===== config.mk =====
export PLATFORM = sky130hd
export DESIGN_NAME = vedic_mult_pipe
export DESIGN_NICKNAME = d
export VERILOG_FILES = /design/src/rtl/vedic_pkg.sv /design/src/rtl/vedic_core.sv /design/src/rtl/vedic_mult_pipe.sv
export SDC_FILE = /design/constraint.sdc
export NUM_CORES = 1
export LEC_CHECK = 0
export ABC_CLOCK_PERIOD_IN_PS = 10500
export BUFFER_PORTS_ARGS = -buffer_cell sky130_fd_sc_hd__buf_2
export CORE_MARGIN = 5
export CORE_UTILIZATION = 37
export CTS_CLUSTER_DIAMETER = 30
export DETAILED_ROUTE_END_ITERATION = 10
export PLACE_DENSITY = 0.51
export SLEW_MARGIN = 20
export SYNTH_ARGS = -nofsm -noshare
export SYNTH_HDL_FRONTEND = slang
export SYNTH_SLANG_ARGS = --single-unit

===== constraint.sdc =====
create_clock -name clk -period 10.5 [get_ports clk]
set_clock_uncertainty 0.2 [all_clocks]
set_input_delay 2.1 -clock clk [delete_from_list [all_inputs] [get_ports clk]]
set_output_delay 2.1 -clock clk [all_outputs]
set_load 0.01 [all_outputs]

===== src/rtl/vedic_pkg.sv =====
// Shared definitions for the pipelined Vedic multiplier: elaboration checks,
// pipeline depth and the per-stage control word.
package vedic_pkg;

    localparam int LATENCY = 3;
    localparam int TAG_MAX = 16;

    // Tag field is sized for the widest supported tag; narrower tags are zero-extended.
    typedef struct packed {
        logic               valid;
        logic               neg;
        logic [TAG_MAX-1:0] tag;
    } stage_ctrl_t;

    function automatic bit width_ok(input int w);
        return (w >= 4) && ((w & (w - 1)) == 0);
    endfunction

endpackage


===== src/rtl/vedic_core.sv =====
// Combinational unsigned H x H Urdhva Tiryagbhyam multiplier, built recursively
// from four half-width cores down to a 2x2 crosswise base cell.
module vedic_core #(
    parameter int H = 4
) (
    input  logic [H-1:0]   a_i,
    input  logic [H-1:0]   b_i,
    output logic [2*H-1:0] p_o
);

    localparam int P = 2 * H;
    localparam int Q = H / 2;

    generate
        if (H == 2) begin : g_base
            logic x0, x1, cross_c;
            assign x0      = a_i[1] & b_i[0];
            assign x1      = a_i[0] & b_i[1];
            assign cross_c = x0 & x1;
            assign p_o[0]  = a_i[0] & b_i[0];
            assign p_o[1]  = x0 ^ x1;
            assign p_o[2]  = (a_i[1] & b_i[1]) ^ cross_c;
            assign p_o[3]  = (a_i[1] & b_i[1]) & cross_c;
        end else begin : g_rec
            logic [H-1:0] q0, q1, q2, q3;

            vedic_core #(.H(Q)) u_ll (.a_i(a_i[Q-1:0]), .b_i(b_i[Q-1:0]), .p_o(q0));
            vedic_core #(.H(Q)) u_lh (.a_i(a_i[Q-1:0]), .b_i(b_i[H-1:Q]), .p_o(q1));
            vedic_core #(.H(Q)) u_hl (.a_i(a_i[H-1:Q]), .b_i(b_i[Q-1:0]), .p_o(q2));
            vedic_core #(.H(Q)) u_hh (.a_i(a_i[H-1:Q]), .b_i(b_i[H-1:Q]), .p_o(q3));

            assign p_o = P'(q0) + (P'(q1) << Q) + (P'(q2) << Q) + (P'(q3) << H);
        end
    endgenerate

endmodule


===== src/rtl/vedic_mult_pipe.sv =====
// Three-stage pipelined Vedic multiplier (sign, partial products, accumulate)
// with a signed/unsigned mode and a tag carried alongside each operand pair.
module vedic_mult_pipe
    import vedic_pkg::*;
#(
    parameter int WIDTH = 8,
    parameter int TAG_W = 4
) (
    input  logic               clk,
    input  logic               rst_n,
    input  logic               in_valid,
    output logic               in_ready,
    input  logic [WIDTH-1:0]   in_a,
    input  logic [WIDTH-1:0]   in_b,
    input  logic               in_signed,
    input  logic [TAG_W-1:0]   in_tag,
    output logic               out_valid,
    input  logic               out_ready,
    output logic [2*WIDTH-1:0] out_prod,
    output logic [TAG_W-1:0]   out_tag
);

    localparam int H  = WIDTH / 2;
    localparam int W2 = 2 * WIDTH;

    generate
        if (!width_ok(WIDTH) || (TAG_W < 1) || (TAG_W > TAG_MAX)) begin : g_bad_param
            $error("vedic_mult_pipe: WIDTH must be a power of two >= 4 and TAG_W in 1..TAG_MAX");
        end
    endgenerate

    // Handshake: a pair transfers in when in_valid && in_ready, a result transfers
    // out when out_valid && out_ready. The whole pipeline advances together
    // (adv = !out_valid || out_ready) and holds every stage otherwise.
    logic adv;

    stage_ctrl_t        s1_d, s1_q, s2_q, s3_q;
    logic [WIDTH-1:0]   s1_a_d, s1_b_d, s1_a_q, s1_b_q;
    logic [WIDTH-1:0]   pp0_d, pp1_d, pp2_d, pp3_d;
    logic [WIDTH-1:0]   pp0_q, pp1_q, pp2_q, pp3_q;
    logic [W2-1:0]      mag_d, prod_d, prod_q;
    logic               unused_tag_hi;

    assign adv      = !s3_q.valid || out_ready;
    assign in_ready = adv;

    // Most-negative operand negates to 2^(WIDTH-1), which still fits unsigned.
    always_comb begin
        s1_d       = '0;
        s1_d.valid = in_valid;
        s1_d.neg   = in_signed & (in_a[WIDTH-1] ^ in_b[WIDTH-1]);
        s1_d.tag   = TAG_MAX'(in_tag);
        s1_a_d     = (in_signed && in_a[WIDTH-1]) ? (~in_a + 1'b1) : in_a;
        s1_b_d     = (in_signed && in_b[WIDTH-1]) ? (~in_b + 1'b1) : in_b;
    end

    vedic_core #(.H(H)) u_pp0 (.a_i(s1_a_q[H-1:0]),     .b_i(s1_b_q[H-1:0]),     .p_o(pp0_d));
    vedic_core #(.H(H)) u_pp1 (.a_i(s1_a_q[H-1:0]),     .b_i(s1_b_q[WIDTH-1:H]), .p_o(pp1_d));
    vedic_core #(.H(H)) u_pp2 (.a_i(s1_a_q[WIDTH-1:H]), .b_i(s1_b_q[H-1:0]),     .p_o(pp2_d));
    vedic_core #(.H(H)) u_pp3 (.a_i(s1_a_q[WIDTH-1:H]), .b_i(s1_b_q[WIDTH-1:H]), .p_o(pp3_d));

    always_comb begin
        mag_d  = W2'(pp0_q) + (W2'(pp1_q) << H) + (W2'(pp2_q) << H) + (W2'(pp3_q) << WIDTH);
        prod_d = s2_q.neg ? (~mag_d + W2'(1)) : mag_d;
    end

    always_ff @(posedge clk or negedge rst_n) begin
        if (!rst_n) begin
            s1_q   <= '0;
            s2_q   <= '0;
            s3_q   <= '0;
            s1_a_q <= '0;
            s1_b_q <= '0;
            pp0_q  <= '0;
            pp1_q  <= '0;
            pp2_q  <= '0;
            pp3_q  <= '0;
            prod_q <= '0;
        end else if (adv) begin
            s1_q   <= s1_d;
            s1_a_q <= s1_a_d;
            s1_b_q <= s1_b_d;
            s2_q   <= s1_q;
            pp0_q  <= pp0_d;
            pp1_q  <= pp1_d;
            pp2_q  <= pp2_d;
            pp3_q  <= pp3_d;
            s3_q   <= s2_q;
            prod_q <= prod_d;
        end
    end

    assign out_valid     = s3_q.valid;
    assign out_prod      = prod_q;
    assign out_tag       = s3_q.tag[TAG_W-1:0];
    assign unused_tag_hi = ^s3_q.tag;

endmodule


==> results of run 1 <==
## power by group through the flow
stage / sequential [W] / clock [W] / combinational [W]
final: 0.000560 / 0.000292 / 0.00112
after global routing: 0.000583 / 0.000316 / 0.00131
after CTS: 0.000564 / 0.000305 / 0.00115
after detailed placement: 0.000569 / 0 / 0.00114
after global placement: 0.000565 / 0 / 0.00112
after floorplan: 0.000544 / 0 / 0.000868
## synth_stat cells, drive strengths merged (4+ instances only)
library cell / instances
o21ai: 45
a21oi: 31
inv: 46
fa: 28
nand2: 149
nor2b: 4
nand3: 19
o31ai: 4
xor2: 24
a21o: 13
clkbuf: 19
and2: 54
nand2b: 6
nor2: 29
ha: 72
or3: 8
xnor2: 23
dfrtp: 81
## registers in the layout, indices dropped and copies added (netlist names)
| signal | count |
|---|---|
| out_prod | 16 |
| pp0_q | 8 |
| pp1_q | 8 |
| pp2_q | 8 |
| pp3_q | 8 |
| s1_a_q | 8 |
| s1_b_q | 8 |
| s1_q | 6 |
| s2_q | 6 |
| out_tag | 4 |
| out_valid | 1 |
## worst paths after layout
check | startpoint | to | slack, ns | cells after the start
setup / recovery | out_ready | in_ready | 5.25 | 4
hold / removal | s2_q[17] | s2_q[17] | 0.26 | 2
setup reg to reg | s1_a_q[4] | pp2_q[7] | 6.44 | 13
hold reg to reg | s2_q[17] | s2_q[17] | 0.26 | 2
max in group asynchronous | rst_n | s1_b_q[0] | 7.61 | 2
min in group asynchronous | rst_n | out_prod[13] | 1.43 | 1
## tightest hold or removal path: stages (launching register included)
cell and delay, ns:
dfrtp_1 0.33, nand2_1 0.05, nand2_1 0.05
## cell usage in the layout, fill, tap and decap left out, types with 3 or more instances in the layout
master	Yosys	routed
a21oi_1	31	31
xnor2_1	23	23
nor2b_1	4	3
nand2b_1	6	6
or3_1	8	8
ha_1	72	72
xor2_1	24	24
nor2_1	29	29
buf_4	0	4
a21o_1	13	13
o21ai_0	45	45
inv_1	45	45
dfrtp_1	81	81
nand2_1	149	149
nand4_1	3	3
fa_1	28	28
nand3_1	19	19
buf_2	0	45
and2_1	54	54
clkbuf_16	0	9
o31ai_1	4	4
mux2i_1	3	3
## layout make-up
class	count	area (um2)
Inverter	46	173
Clock buffer	10	229
Fill cell	1681	9600
Sequential cell	81	2030
Tap cell	220	275
Clock inverter	6	42.5
Timing Repair Buffer	49	255
Multi-Input combinational cell	541	3860
## routing by layer
layer,GRT usage,up-vias,share of wire
li1,-,2364,-
met1,0.190,2171,0.49
met2,0.238,51,0.46
met3,0.0338,10,0.030
met4,0.0345,0,0.013
met5,0,-,0
## kinds of logic (layout without fill, tap and decap cells)
logic type                 count (synthesis)  count (layout)  synth area share
AOI/OAI and AO/OA                        109             109             0.106
xor gates and xnor gates                  47              47            0.0670
adders and majority gates                100             100             0.238
buffers and inverters                     68             111            0.0427
DFF                                       81              81             0.330
muxes                                      3               3           0.00489
and+or+nand+nor                          282             282             0.212
## stage by stage
step	worst slack [ns]	area (um2)
final	5.25	6870
after global routing	5.13	6870
after CTS	5.22	6870
after detailed placement	5.22	6600
after global placement	5.22	6600
after floorplan	5.42	6150
==> results.yml, run 1 <==
cts:
  post-cts-setup-buffers: 0
  cts_max_level: 3
  insertion_delay_ns: 0.34
  cts.clk_slew.worst_paths_ns: 0.06
  cts-root-buf: "clkbuf_16"
  hold_buffers: 0
  cts-resized-gates: 0
  clockBufferDepth: 2
  cts_tree: "built"
  cts_num_sinks: 81
  cts_buffers: 9
power:
  p_int_w: 0.00108
  pwr-share-seq: 0.283
  p_sw_w: 0.000895
  clockPowerShare: 0.148
  combinationalPowerShare: 0.569
  switching_share: 0.453
  peakVddDrop_mv: 0.101
  finalPower_w: 0.00197
  p_leak_nw: 3.48
  power_density_nw_per_um2: 288
logic_synthesis:
  ys_top_cells_by_area: "dfrtp_1, ha_1, fa_1"
  yosysTopAreaCell: "dfrtp_1"
  yosysWarnings: 0
  syn_avg_cell_area_um2: 8.91
  synth_edf_count: 0
  synth_top_area_share: 0.330
  synth_cells: 690
  syn_area_um2: 6150
  yosysSeqAreaShare: 0.330
  yosysUniqueCellTypes: 46
  synth_seq_cells: 81
  synth_top_flop_cell: "dfrtp_1"
  ys_async_sr_fraction: 1.00
  synth_fp_nets: 815
critical_path:
  crit_fanout: 30
  cp_cell_sequence: "buf_2 -> nor2b_4 -> inv_2 -> buf_2"
  crit_type: "input port to output pin"
  worst_setup_path_end_kind: "output pin"
  crit_required_ns: 8.20
  cp-start-kind: "input port"
  crit_slowest_cell: "nor2b_4"
  critical_path.max_stage_delay_ns: 0.50
  cp_num_buf_inv: 3
  arrival_ns: 2.95
  cp_top_family: "simple AND/OR/NAND/NOR gates"
  crit_top_cell: "buf_2"
status:
  status: "finished, final reports clean"
floorplan:
  fp.dieW_um: 139
  io_pins: 47
  dieHeight_um: 139
  initial_core_util: 0.373
  rows: 47
  die-area_um2: 19300
  core_area_um2: 16500
drt:
  viasPerCell: 4.82
  drt-total-wl_um: 12900
  wl_per_cell_um: 13.6
  drt-pass1-iter-count: 4
  final_antenna_net_count: 0
  drcViolationCount: 0
  drtIter0Drc: 175
  vias: 4596
place:
  io_buffer_count: 46
  gp_congestion: 0.827
  placed_cells: 937
  dp_hpwl_um: 9980
global_routing:
  grt_pass1_wl_um: 22800
  gr-usage-all-layers: 0.143
  grt_antenna_before_repair: 0
  grt_max_degree: 72
  grt_pass1_vias: 4624
  globalRoute.totalOverflow: 0
hold_path:
  worstHoldPathType: "register to register"
sta:
  hold_slack_ns: 0.258
  fin_crit_ns: 5.25
  setup_violations: 0
  finalHoldViolations: 0
  timing.fmax_mhz: 191
  rsz0062_at_grt: "no"
  finalCritPeriodShare: 0.500
  tns_ns: 0
  tightest_slew_ns: 0.786
  slew_violations: 0
  relSlewSlack: 0.476
finish:
  layout.cells.non_filler: 953
  insertedDiodeCount: 0
  fin_nets: 853
  area_growth_pct: 11.7
  drive_above_1_share: 0.0928
  utilization: 0.417
run:
  maxCapViolations: 0
No activity file was read; power rests on OpenSTA's default activity.
==> run 2, diff against run 1 <==
--- a/config.mk
+++ b/config.mk
@@ -5,7 +5,7 @@
 export SDC_FILE = /design/constraint.sdc
 export NUM_CORES = 1
 export LEC_CHECK = 0
-export ABC_CLOCK_PERIOD_IN_PS = 10500
+export ABC_CLOCK_PERIOD_IN_PS = 5400
 export BUFFER_PORTS_ARGS = -buffer_cell sky130_fd_sc_hd__buf_2
 export CORE_MARGIN = 5
 export CORE_UTILIZATION = 37
==> constraint.sdc (replaced) <==
create_clock -name clk -period 5.4 [get_ports clk]
set_clock_uncertainty 0.2 [all_clocks]
set_input_delay 1.08 -clock clk [delete_from_list [all_inputs] [get_ports clk]]
set_output_delay 1.08 -clock clk [all_outputs]
set_load 0.01 [all_outputs]
==> run 2 against run 1 <==
Sequential power up 93%. Global-route usage grew 0.47 points. Die area stayed put. Hold slack got worse by 0.0015 ns. Highest routed layer unchanged.
==> results.yml, run 2 (synthesis gave the netlist of run 1 again) <==
status:
  status: "finished, final reports clean"
critical_path:
  crit_end: "pp2_q[7]"
  crit_required_ns: 5.40
  arrival_ns: 3.91
  regToRegStartpoint: "s1_b_q[0]"
  cp-start-kind: "register"
  r2r_slack_ns: 1.49
  crit_type: "register to register"
  worst_setup_path_end_kind: "register"
  rr_endpoint: "pp2_q[7]"
  crit_start: "s1_b_q[0]"
  rr_worst_depth: 13
  crit_fanout: 9
global_routing:
  grt_pass1_vias: 4826
  grt_antenna_before_repair: 0
  globalRoute.totalOverflow: 0
  gr-usage-all-layers: 0.148
  grt_max_degree: 100
  grt_pass1_wl_um: 23700
cts:
  cts-resized-gates: 0
  cts_tree: "built"
  insertion_delay_ns: 0.34
  cts_buffers: 9
  post-cts-setup-buffers: 0
  clockBufferDepth: 2
  cts.clk_slew.worst_paths_ns: 0.06
  cts-root-buf: "clkbuf_16"
  cts_max_level: 3
  cts_num_sinks: 81
  hold_buffers: 0
floorplan:
  io_pins: 47
  rows: 47
  core_area_um2: 16500
  dieHeight_um: 139
  fp.dieW_um: 139
  die-area_um2: 19300
  initial_core_util: 0.373
sta:
  finalHoldViolations: 0
  fin_crit_ns: 3.91
  setup_violations: 0
  hold_slack_ns: 0.257
  rsz0062_at_grt: "no"
  tns_ns: 0
  slew_violations: 0
  finalCritPeriodShare: 0.725
  fin_ws_ns: 1.49
  timing.fmax_mhz: 256
  tightest_slew_ns: 0.911
  relSlewSlack: 0.393
finish:
  area_growth_pct: 12.2
  fillerInstances: 1674
  layout_commonest_cell: "nand2_1"
  multi_input_area_um2: 3860
  fin_nets: 852
  register_area_um2: 2030
  final_area_um2: 6900
  final_cell_mix: "nand2_1, dfrtp_1, ha_1"
  insertedDiodeCount: 0
  largest_reg_flops: 16
  drive_above_1_share: 0.0915
drt:
  drt-total-wl_um: 13500
  drt-pass1-iter-count: 6
  viasPerCell: 4.92
  drcViolationCount: 0
  final_antenna_net_count: 0
  vias: 4688
  drtIter0Drc: 177
  wl_per_cell_um: 14.2
run:
  maxCapViolations: 0
place:
  gp_congestion: 0.853
  place_worst_setup_slack_ns: 1.48
  io_buffer_count: 46
  postPlaceCellArea_um2: 6590
  dp_hpwl_um: 10300
power:
  power_density_nw_per_um2: 573
  finalPower_w: 0.00396
  p_leak_nw: 3.50
  peakVddDrop_mv: 0.245
hold_path:
  worstHoldPathType: "register to register"
==> run 2: cell count changes in the layout (fill, tap and decap cells not counted) <==
| cell | change |
|---|---|
| buf_4 | -2 |
| clkbuf_8 | +2 |
| buf_6 | +1 |
| bufinv_16 | +1 |
| clkinv_2 | -1 |
| clkinvlp_4 | -1 |
| inv_6 | -1 |
==> run 2: final cells by class <==
cell class	instances	area share
Sequential cell	81	0.294
Inverter	46	0.0250
Tap cell	220	0.0399
Timing Repair Buffer	48	0.0365
Multi-Input combinational cell	541	0.560
Clock inverter	4	0.00744
Clock buffer	12	0.0372
==> run 2: how the worst min path moves through the flow <==
stage | startpoint | to | slack (ns) | depth (start not counted)
floorplan | s2_q[17] | s2_q[17] | 0.23 | 2
global placement | s2_q[17] | s2_q[17] | 0.24 | 2
detailed placement | s2_q[17] | out_valid | 0.25 | 1
CTS | s2_q[17] | out_valid | 0.26 | 1
global route | s2_q[17] | s2_q[17] | 0.27 | 2
finish | s2_q[17] | s2_q[17] | 0.26 | 2
==> run 2: layer usage <==
metal | up-vias | wire length (um) | track usage
met5 | - | 0 | 0
met4 | 0 | 153 | 0.0360
met3 | 12 | 358 | 0.0248
met2 | 59 | 6420 | 0.246
met1 | 2258 | 6560 | 0.201
li1 | 2359 | - | -
==> run 2: worst max-delay path, cell delays in order (launching register included) <==
cell and delay, ns:
dfrtp_1 0.47, and2_1 0.20, ha_1 0.20, ha_1 0.27, ha_1 0.23, fa_1 0.40
xnor2_1 0.17, fa_1 0.54, inv_1 0.07, fa_1 0.45, a21o_1 0.17, a21oi_1 0.16
xnor2_1 0.14, a21oi_1 0.08
==> run 2: report_power, final <==
group | switching, W | internal [W] | total, W
Clock | 0.000252 | 0.000384 | 0.000636
Sequential | 0.000228 | 0.000857 | 0.00108
Combinational | 0.00129 | 0.000940 | 0.00223
Total | 0.00177 | 0.00218 | 0.00396
==> run 2: per-stage QoR <==
| stage | std cells | utilization |
|---|---|---|
| 2_1_floorplan | 690 | - |
| 6_report | 952 | 0.419 |
| 3_3_place_gp | 936 | 0.400 |
| 5_1_grt | 952 | 0.419 |
| 4_1_cts | 952 | 0.419 |
| 3_5_place_dp | 936 | 0.400 |
==> run 3, diff against run 2 <==
--- a/config.mk
+++ b/config.mk
@@ -5,13 +5,13 @@
 export SDC_FILE = /design/constraint.sdc
 export NUM_CORES = 1
 export LEC_CHECK = 0
-export ABC_CLOCK_PERIOD_IN_PS = 5400
+export ABC_CLOCK_PERIOD_IN_PS = 3400
 export BUFFER_PORTS_ARGS = -buffer_cell sky130_fd_sc_hd__buf_2
 export CORE_MARGIN = 5
 export CORE_UTILIZATION = 37
 export CTS_CLUSTER_DIAMETER = 30
 export DETAILED_ROUTE_END_ITERATION = 10
-export PLACE_DENSITY = 0.51
+export PLACE_DENSITY = 0.52
 export SLEW_MARGIN = 20
 export SYNTH_ARGS = -nofsm -noshare
 export SYNTH_HDL_FRONTEND = slang
==> constraint.sdc (replaced) <==
create_clock -name clk -period 3.4 [get_ports clk]
set_clock_uncertainty 0.2 [all_clocks]
set_input_delay 0.68 -clock clk [delete_from_list [all_inputs] [get_ports clk]]
set_output_delay 0.68 -clock clk [all_outputs]
set_load 0.01 [all_outputs]
==> run 3 against run 2 <==
The run now ends with setup timing left. Sequential power grew 56%. Maximum frequency grew 11%. Setup slack lost 1.6 ns. Sequential share of layout area shrank 3.4 points. Final cell count grew 6.8%. Critical path depth is the same.
==> results.yml, run 3 (synthesis gave the netlist of run 1 again) <==
status:
  status: "complete, but fails checks"
  violations: "setup timing"
cts:
  clockBufferDepth: 2
  cts_max_level: 3
  cts-root-buf: "clkbuf_16"
  cts_num_sinks: 81
  cts_buffers: 9
  insertion_delay_ns: 0.34
  cts_tree: "built"
  cts.clk_slew.worst_paths_ns: 0.06
  hold_buffers: 0
finish:
  largest_reg_flops: 16
  final_cell_mix: "nand2_1, dfrtp_1, buf_4"
  utilization: 0.474
  fin_nets: 917
  fillerInstances: 1606
  drive_above_1_share: 0.251
  area_growth_pct: 26.9
  insertedDiodeCount: 0
  layout_commonest_cell: "nand2_1"
power:
  power_density_nw_per_um2: 934
  p_leak_nw: 3.83
  peakVddDrop_mv: 0.416
critical_path:
  arrival_ns: 3.52
  worst_setup_path_end_kind: "register"
  crit_fanout: 4
  crit_required_ns: 3.40
  crit_type: "register to register"
  cp-start-kind: "register"
sta:
  tns_ns: -0.428
  finalCritPeriodShare: 1.04
  fin_ws_ns: -0.125
  timing.fmax_mhz: 284
  finalHoldViolations: 0
  fin_crit_ns: 3.52
  rsz0062_at_grt: "yes"
  slew_violations: 0
  relSlewSlack: 0.484
  tightest_slew_ns: 0.775
  setup_violations: 7
global_routing:
  grt_antenna_before_repair: 0
  gr-usage-all-layers: 0.149
  globalRoute.totalOverflow: 0
  grt_pass1_wl_um: 23900
  grt_pass1_vias: 5043
  grt_max_degree: 100
hold_path:
  worstHoldPathType: "input port to async pin"
floorplan:
  die-area_um2: 19300
  core_area_um2: 16500
  initial_core_util: 0.373
  rows: 47
  dieHeight_um: 139
  fp.dieW_um: 139
  io_pins: 47
place:
  dp_hpwl_um: 10600
  place_worst_setup_slack_ns: -0.173
  gp_congestion: 0.819
  io_buffer_count: 46
drt:
  drt-pass1-iter-count: 4
  vias: 4906
  drcViolationCount: 0
  final_antenna_net_count: 0
  drtIter0Drc: 215
  viasPerCell: 4.82
  drt-total-wl_um: 14100
  wl_per_cell_um: 13.9
run:
  maxCapViolations: 0
run 3: changes by cell type in the layout (fill, tap and decap cells not counted), sizes merged:
| cell | change |
|---|---|
| buf | +65 |
| bufinv | +1 |
| clkbuf | -3 |
| clkinv | +2 |
run 3: cell type report:
type | instances | area [um2] | area share
timing repair buffer | 113 | 759 | 0.0974
tap | 220 | 275 | 0.0353
sequential | 81 | 2030 | 0.260
multi-input combinational | 541 | 4240 | 0.544
inverter | 46 | 173 | 0.0221
clock buffer | 9 | 225 | 0.0289
clock inverter | 7 | 95.1 | 0.0122
run 3: repair_timing:
| item | CTS | global route |
|---|---|---|
| setup buffers | 8 | 7 |
| pin swaps | 35 | 48 |
| setup endpoints to repair | 13 | 17 |
| resized for setup | 23 | 38 |
run 3: path summary, 6_finish.rpt:
check / from / endpoint / slack (ns) / cells past startpoint
worst min register to register: s2_q[17] / out_valid / 0.26 / 1
max in group asynchronous: rst_n / s1_b_q[6] / 2.25 / 1
worst min-delay path: rst_n / pp3_q[7] / 0.19 / 1
min in group clk: s2_q[17] / out_valid / 0.26 / 1
worst max-delay path: s1_a_q[4] / pp3_q[7] / -0.12 / 13
worst max register to register: s1_a_q[4] / pp3_q[7] / -0.12 / 13
run 3: worst max-delay path, stage by stage, from the launching register on:
cell     delay, ns
dfrtp_1       0.43
and2_4        0.17
ha_4          0.15
ha_4          0.22
ha_4          0.16
fa_2          0.41
xnor2_2       0.15
fa_1          0.52
inv_2         0.05
fa_2          0.36
a21o_1        0.18
a21oi_2       0.17
xnor2_2       0.13
a21oi_1       0.08
run 3: metrics by stage:
step                area [um2]  hold slack, ns  std cells  total power [W]
floorplan                 6220           0.184        690          0.00440
global placement          7050           0.240        986          0.00576
detailed placement        7050           0.248        986          0.00582
CTS                       7550           0.262       1010          0.00705
global route              7800           0.262       1017          0.00800
finish                    7800           0.192       1017          0.00729
run 3: power breakdown:
| group | switching [W] | leakage (nW) | internal, W | total [W] |
|---|---|---|---|---|
| registers | 0.000313 | 0.999 | 0.00136 | 0.00168 |
| clock network | 0.000399 | 0.155 | 0.000643 | 0.00104 |
| logic | 0.00237 | 2.67 | 0.00220 | 0.00457 |
| total | 0.00308 | 3.83 | 0.00421 | 0.00729 |
run 3: routing by layer:
layer	part of all wire	track usage	vias up
met4	0.013	0.0263	0
li1	-	-	2484
met2	0.49	0.259	67
met3	0.029	0.0317	15
met5	0	0	-
met1	0.47	0.194	2340
